==> config.mk <==
export PLATFORM = sky130hd
export DESIGN_NAME = video_timing_gen
export DESIGN_NICKNAME = d
export VERILOG_FILES = /design/src/rtl/video_timing_gen.sv
export SDC_FILE = /design/constraint.sdc
export NUM_CORES = 1
export LEC_CHECK = 0
export ABC_CLOCK_PERIOD_IN_PS = 3500
export BUFFER_PORTS_ARGS = -buffer_cell sky130_fd_sc_hd__buf_2
export CORE_ASPECT_RATIO = 1.75
export CORE_MARGIN = 10
export CORE_UTILIZATION = 50
export CTS_CLUSTER_SIZE = 10
export DETAILED_ROUTE_END_ITERATION = 8
export HOLD_SLACK_MARGIN = 0.15
export PLACE_DENSITY = 0.83
export REMOVE_ABC_BUFFERS = 1
export SLEW_MARGIN = 5
export SYNTH_ARGS = -nofsm -noshare
export SYNTH_HDL_FRONTEND = slang
export SYNTH_SLANG_ARGS = --single-unit
==> constraint.sdc <==
create_clock -name i_pixclk -period 3.5 [get_ports i_pixclk]
set_input_delay 0.525 -clock i_pixclk [delete_from_list [all_inputs] [get_ports i_pixclk]]
set_output_delay 0.525 -clock i_pixclk [all_outputs]
set_load 0.01 [all_outputs]
==> src/rtl/video_timing_gen.sv <==
// Video timing generator: free-running h/v counters, sync and data-enable strobes,
// and a frame-shadowed test-pattern source. Every output is registered on the same pixel.
module video_timing_gen #(
    parameter int H_ACTIVE  = 640,
    parameter int H_FP      = 16,
    parameter int H_SYNC    = 96,
    parameter int H_BP      = 48,
    parameter int V_ACTIVE  = 480,
    parameter int V_FP      = 10,
    parameter int V_SYNC    = 2,
    parameter int V_BP      = 33,
    parameter bit HSYNC_POL = 1'b0,
    parameter bit VSYNC_POL = 1'b0
) (
    input  logic        i_pixclk,
    input  logic        i_reset,
    input  logic [1:0]  i_pattern,
    input  logic [23:0] i_solid_rgb,
    output logic [23:0] o_rgb_data,
    output logic        o_hsync,
    output logic        o_vsync,
    output logic        o_de,
    output logic        o_frame_start,
    output logic [11:0] o_x,
    output logic [11:0] o_y
);
    localparam int H_TOTAL = H_ACTIVE + H_FP + H_SYNC + H_BP;
    localparam int V_TOTAL = V_ACTIVE + V_FP + V_SYNC + V_BP;
    // Tiny modes would give a zero bar width; clamp so the divide stays defined.
    localparam int BAR_W   = (H_ACTIVE / 8 > 0) ? H_ACTIVE / 8 : 1;

    localparam logic [11:0] H_LAST  = 12'(H_TOTAL - 1);
    localparam logic [11:0] V_LAST  = 12'(V_TOTAL - 1);
    localparam logic [11:0] H_ACT   = 12'(H_ACTIVE);
    localparam logic [11:0] V_ACT   = 12'(V_ACTIVE);
    localparam logic [11:0] HS_BEG  = 12'(H_ACTIVE + H_FP);
    localparam logic [11:0] HS_END  = 12'(H_ACTIVE + H_FP + H_SYNC);
    localparam logic [11:0] VS_BEG  = 12'(V_ACTIVE + V_FP);
    localparam logic [11:0] VS_END  = 12'(V_ACTIVE + V_FP + V_SYNC);
    localparam logic [11:0] BAR_DIV = 12'(BAR_W);

    localparam logic [23:0] BAR_RGB [8] = '{
        24'hFFFFFF, 24'h00FFFF, 24'hFFFF00, 24'h00FF00,
        24'hFF00FF, 24'h0000FF, 24'hFF0000, 24'h000000
    };

    logic [11:0] h_cnt_q, h_cnt_d;
    logic [11:0] v_cnt_q, v_cnt_d;
    logic [1:0]  pat_q;
    logic [23:0] solid_q;
    logic [23:0] rgb_q, rgb_d;
    logic        hsync_q, hsync_d;
    logic        vsync_q, vsync_d;
    logic        de_q, de_d;
    logic        fs_q, fs_d;
    logic [11:0] x_q, y_q;
    logic        h_wrap, v_wrap;
    logic [11:0] bar_raw;
    logic [2:0]  bar_idx;

    always_comb begin
        h_wrap  = (h_cnt_q == H_LAST);
        v_wrap  = (v_cnt_q == V_LAST);
        h_cnt_d = h_wrap ? 12'd0 : h_cnt_q + 12'd1;
        v_cnt_d = v_cnt_q;
        if (h_wrap) begin
            v_cnt_d = v_wrap ? 12'd0 : v_cnt_q + 12'd1;
        end

        de_d    = (h_cnt_q < H_ACT) && (v_cnt_q < V_ACT);
        hsync_d = ((h_cnt_q >= HS_BEG) && (h_cnt_q < HS_END)) ? HSYNC_POL : ~HSYNC_POL;
        vsync_d = ((v_cnt_q >= VS_BEG) && (v_cnt_q < VS_END)) ? VSYNC_POL : ~VSYNC_POL;
        fs_d    = (h_cnt_q == 12'd0) && (v_cnt_q == 12'd0);

        bar_raw = h_cnt_q / BAR_DIV;
        bar_idx = (bar_raw > 12'd7) ? 3'd7 : bar_raw[2:0];

        rgb_d = 24'h000000;
        if (de_d) begin
            case (pat_q)
                2'd0:    rgb_d = BAR_RGB[bar_idx];
                2'd1:    rgb_d = (h_cnt_q[5] ^ v_cnt_q[5]) ? 24'hFFFFFF : 24'h000000;
                2'd2:    rgb_d = solid_q;
                default: rgb_d = {3{h_cnt_q[7:0]}};
            endcase
        end
    end

    always_ff @(posedge i_pixclk or posedge i_reset) begin
        if (i_reset) begin
            h_cnt_q <= '0;
            v_cnt_q <= '0;
            pat_q   <= '0;
            solid_q <= '0;
            rgb_q   <= '0;
            hsync_q <= ~HSYNC_POL;
            vsync_q <= ~VSYNC_POL;
            de_q    <= 1'b0;
            fs_q    <= 1'b0;
            x_q     <= '0;
            y_q     <= '0;
        end else begin
            h_cnt_q <= h_cnt_d;
            v_cnt_q <= v_cnt_d;
            // Select inputs only take effect at a frame boundary.
            if (h_wrap && v_wrap) begin
                pat_q   <= i_pattern;
                solid_q <= i_solid_rgb;
            end
            rgb_q   <= rgb_d;
            hsync_q <= hsync_d;
            vsync_q <= vsync_d;
            de_q    <= de_d;
            fs_q    <= fs_d;
            x_q     <= h_cnt_q;
            y_q     <= v_cnt_q;
        end
    end

    assign o_rgb_data    = rgb_q;
    assign o_hsync       = hsync_q;
    assign o_vsync       = vsync_q;
    assign o_de          = de_q;
    assign o_frame_start = fs_q;
    assign o_x           = x_q;
    assign o_y           = y_q;
endmodule

* Word-level counts from Yosys, hierarchy flattened
Memory sizes are Yosys's and may differ from the RTL's.
Index checks and enable logic that the tools add are counted.
** Storage, ports and cells
- Register bits after elaboration :: 102
- ROM bits :: 192
- Input bits :: 28
- Word-level logic and storage cells :: 47
- Memories :: 1
** Operators by class
- Add/sub/neg operators :: 2
- Divide/modulo/power cells :: 1
- Order comparisons :: 8
- Eq/ne operators :: 4
- Multiplexer cells :: 10
- Bitwise logic cells :: 2
- Reductions and logical operators :: 8
** Memories
- (no name shown) :: depth 8, width 24, rd ports 1, clocked after memory_dff 0, wr ports 0, line 81 : 2'd0: rgb_d = BAR_RGB[bar_idx];
** Operators with widths (count)
- $mux W24 :: 4
- $pmux W24 S3 :: 1
- $add A12 B1 Y12 const B :: 2
- $eq A12 B10 Y1 const B :: 2
- $logic_not A12 Y1 :: 2
- $lt A12 B10 Y1 const B :: 2
- $lt A12 B9 Y1 const B :: 2
- $mux W12 :: 2
- $div A12 B7 Y12 const B :: 1
- $ge A12 B10 Y1 const B :: 1
- $ge A12 B9 Y1 const B :: 1
- $gt A12 B3 Y1 const B :: 1
- $logic_and A1 B1 Y1 :: 5
- $ge A4 B4 Y1 const B :: 1
- $not A3 Y4 :: 1
- $mux W3 :: 1
- $eq A2 B1 Y1 const B :: 1
- $eq A2 B2 Y1 const B :: 1
- $logic_not A2 Y1 :: 1
- $mux W1 :: 2
- $xor A1 B1 Y1 :: 1

* Depth between registers and ports, before layout
- Word-level depth :: 9
- Depth in mapped cells :: 9

* Worst setup path after synthesis
Ideal clock, no wire load.
- Path type :: reg-to-reg
- From :: register v_cnt_q[5]
- To :: register solid_q[10]
- Library setup time :: 0.125 ns
- Arrival time :: 2.121 ns
- Required time :: 3.375 ns
- Path slack :: 1.254 ns
- Cell stages (with the launch flop) :: 8
- Buffers on the path :: 3
- Clock period less this slack :: 2.246 ns
- Path through :: dfrtp_1 buf_2 or4_1 nor3_2 and2_1 buf_4 buf_4 mux2_2
** On the way
- Longest elaborated chain between the ends :: 2
** Ends and longest elaborated chain
- start: declaration :: line 48 : logic [11:0] v_cnt_q, v_cnt_d;
- start signal: assignment :: line 104 : v_cnt_q <= v_cnt_d;
- $eq A12 B10 Y1 :: line 63 : v_wrap = (v_cnt_q == V_LAST);
- $logic_and A1 B1 Y1 :: line 106 : if (h_wrap && v_wrap) begin
- end signal: assignment :: line 108 : solid_q <= i_solid_rgb;
- end: declaration :: line 50 : logic [23:0] solid_q;
No other way between the ends.
A chain may end at the register's enable or synchronous reset.

* Worst setup path after layout
- From :: register h_cnt_q[9]
- To :: register rgb_q[19] (netlist: o_rgb_data[19])
** On the way
- Longest elaborated chain between the ends :: 9
** Ends and longest elaborated chain
- start: declaration :: line 47 : logic [11:0] h_cnt_q, h_cnt_d;
- start signal: assignment :: line 103 : h_cnt_q <= h_cnt_d;
- $div A12 B7 Y12 :: line 75 : bar_raw = h_cnt_q / BAR_DIV;
- $gt A12 B3 Y1 :: line 76 : bar_idx = (bar_raw > 12'd7) ? 3'd7 : bar_raw[2:0];
- $mux W3 :: line 76
- $not A3 Y4 (implied by the code) :: line 81
- $mem_v2 Z8 W24
- $mux W24 (implied by the code) (2 in series) :: line 81
- $pmux W24 S3 :: line 80 : case (pat_q)
- $mux W24 * :: line 79 : if (de_d) begin
- via rgb_d[19] :: line 51 : logic [23:0] rgb_q, rgb_d;
- end signal: assignment :: line 110 : rgb_q <= rgb_d;
- end: declaration :: line 51
The timed path passes the listed nets; every way through them passes the cells marked *. The select of a mux whose other input is x is not followed.

==> out/summary.txt <==
Setup TNS - 0 ns
Gp weighted congestion - 0.880
Die Wd - 91.0 um
Layout area overhead - 18.9%
Final Max Tran Viols - 0
Final core utilization - 0.605
Placed Cells - 577
Ys flop type - dfrtp_1
Hpwl dp - 7.78 mm
Slowest stage delay, CP - 0.61 ns
Vias in the first global route - 3452
H-tree Lvls - 3
Crit share post-route - 0.801
TritonCTS clock tree - done
Hold Buf Count CTS - 0
DR WL/cell - 18.2 um
R2R cell count - 7
Detailed-route via count - 3321
Number of buffers created by CTS - 9
Critical Path AT - 2.99 ns
Worst path cell trace - buf_4 > nor2b_1 > a211oi_1 > nor4_2 > o21ai_1 > o221ai_2 > a21oi_1
GR Overflow Total - 0
CTS max path bufs - 2
Worst Skew - 0.00933 ns
Die height - 144 um
CP Capture Type - flip-flop
Reg2reg start - h_cnt_q[9]$_DFF_PP0_
Pre-CTS setup slack - 0.757 ns
CTS-repair resized insts - 0
Port Buffers - 79
Slew margin rel. - 0.388
Critical path depth - 7
Post-route setup slack - 0.698 ns
Syn_area_per_cell - 11.2 sq um
Slew @ Worst Pin - 0.918 ns
Peak supply drop - 270 uV
Yosys warning count - 0
Leakage - 0.00235 uW
Clock slew at reported path FFs - 0.07 ns
Worst hold path type - in -> async
Crit path kind - reg -> reg
First drt pass iteration count - 4
GR Util met3 - 0.0374
Gr usage total - 0.168
Met1 usage - 0.173
Layout Cells excl Fill - 593
Clk sinks - 102
WL final - 10.8 mm
Flop and latch count out of synthesis - 102
Antenna violations before repair - 0
Post-DRT Antenna Nets - 0
Final min period - 2.80 ns
CP startpoint - h_cnt_q[9]$_DFF_PP0_
RSZ-0062 raised after global routing - no
Sequential fraction of the synthesis area - 0.579
Endpoints failing setup - 0
Critical path data required time - 3.69 ns
First-pass GRT wire length - 17.7 mm
Ports - 80
Layout cell share with drive strength beyond 1 - 0.305
Rows - 45
Syn Inst Count - 395
Routing usage on met2 - 0.316
Mapped cell area - 4410 sq um
Ys async rst share - 1.00
Initial core utilization - 0.509
Iter 0 DRT Violations - 193
NumNets Final - 503
CP Max Fanout - 18
Number of post-CTS setup repair buffers - 0
Antenna cells - 0
MaxCap Viol Count - 0
Status - complete, no violations
Largest net degree at the start of global routing - 57
Vias/cell - 5.60
CORE AREA - 8670 sq um
Clk_lat worst skew - 0.34 ns
Largest delay share family, worst path - simple AND/OR/NAND/NOR gates
Power after layout - 2310 uW
Root buffer cell - clkbuf_16
Worst path slowest cell - nor2b_1
CP Launch Type - flip-flop
EDFF count, synth - 0
GRT Max-Usage Layer - met2
PwrDens - 439 nW/um^2
Cell variety after synth - 52
Achievable Freq - 0.357 GHz
Worst path bufs/invs - 1
DRC viols - 0
Die area - 13100 sq um
Final hold vios - 0
layout make-up:
class                   count  area (sq um)
flip-flops and latches    102          2550
clock inverters             4          77.6
multi-input cells         259          1700
repair buffers             89           470
inverters                  10          40.0
clock buffers              12           256
fillers                   733          3420
well taps                 117           146
worst paths after layout:
path / endpoint / slack, ns
worst min register to register: o_y[4]$_DFF_PP0_ / 0.45
worst max register to register: o_rgb_data[19]$_DFF_PP0_ / 0.70
worst max-delay path: o_rgb_data[19]$_DFF_PP0_ / 0.70
min in group i_pixclk: solid_q[9]$_DFFE_PP0P_ / 0.41
max in group asynchronous: o_rgb_data[15]$_DFF_PP0_ / 2.42
worst min-delay path: v_cnt_q[1]$_DFFE_PP0N_ / 0.28
synthesized netlist by cell type, types with 3 or more instances:
master	number	area, sq um
dfrtp_1	100	2500
a21oi_1	50	250
mux2_2	28	315
nand2_1	26	97.6
o21ai_0	19	95.1
nor2_1	18	67.6
clkbuf_1	16	60.1
nor3_1	14	70.1
xnor2_1	11	96.3
nand3_1	10	50.1
inv_1	9	33.8
nand4_1	9	56.3
xor2_1	9	78.8
nand2b_1	6	37.5
buf_4	5	37.5
a31oi_1	4	25.0
ha_1	4	50.1
or3_1	4	25.0
nor2b_1	3	18.8
o211ai_1	3	22.5
o21ai_1	3	15.0
or4_1	3	22.5
state kept, by name (all words and copies together) (netlist names):
name,flops
o_de,1
pat_q,2
o_x,12
o_frame_start,1
solid_q,24
v_cnt_q,12
h_cnt_q,12
o_y,12
o_rgb_data,24
o_hsync,1
o_vsync,1
metrics by stage:
stage	cell area (sq um)	hold WS [ns]
floorplan	4300	0.401
global placement	4910	0.437
detailed placement	4910	0.437
CTS	5250	0.297
global route	5250	0.330
finish	5250	0.283
cells in the final DEF, fill, tap and decap left out, types with 3 or more instances in the layout:
| cell type | instances |
|---|---|
| xnor2_1 | 11 |
| or3_1 | 4 |
| nand2_1 | 26 |
| xor2_1 | 9 |
| o211ai_1 | 3 |
| a31oi_1 | 4 |
| nor2b_1 | 3 |
| o21ai_1 | 3 |
| nor3_1 | 14 |
| ha_1 | 4 |
| a21oi_1 | 50 |
| inv_1 | 8 |
| nand3_1 | 10 |
| dfrtp_1 | 100 |
| nand2b_1 | 6 |
| buf_2 | 79 |
| buf_4 | 10 |
| clkbuf_16 | 9 |
| o21ai_0 | 19 |
| mux2_2 | 28 |
| nand4_1 | 9 |
| nor2_1 | 18 |
| or4_1 | 3 |
report_power, final:
| part | internal [uW] | switching, uW | total [uW] |
|---|---|---|---|
| combinational | 12.3 | 26.8 | 39.2 |
| clock | 670 | 419 | 1090 |
| sequential | 1180 | 0 | 1180 |
| total | 1860 | 446 | 2310 |
layer usage:
layer / part of all wire / wire, um
met1: 0.37 / 4020
met3: 0.041 / 448
met4: 0.022 / 234
met5: 0 / 0
met2: 0.56 / 6100
cells by family (layout without fill, tap and decap cells):
group	Yosys count	after routing	synth area share
AOI/OAI and AO/OA	95	95	0.127
xor gates and xnor gates	20	20	0.0397
adders and majority gates	4	4	0.0113
buffers and inverters	34	115	0.0354
DFF	102	102	0.579
muxes	30	30	0.0760
and+or+nand+nor	110	110	0.132
(Power assumes the default switching activity.)
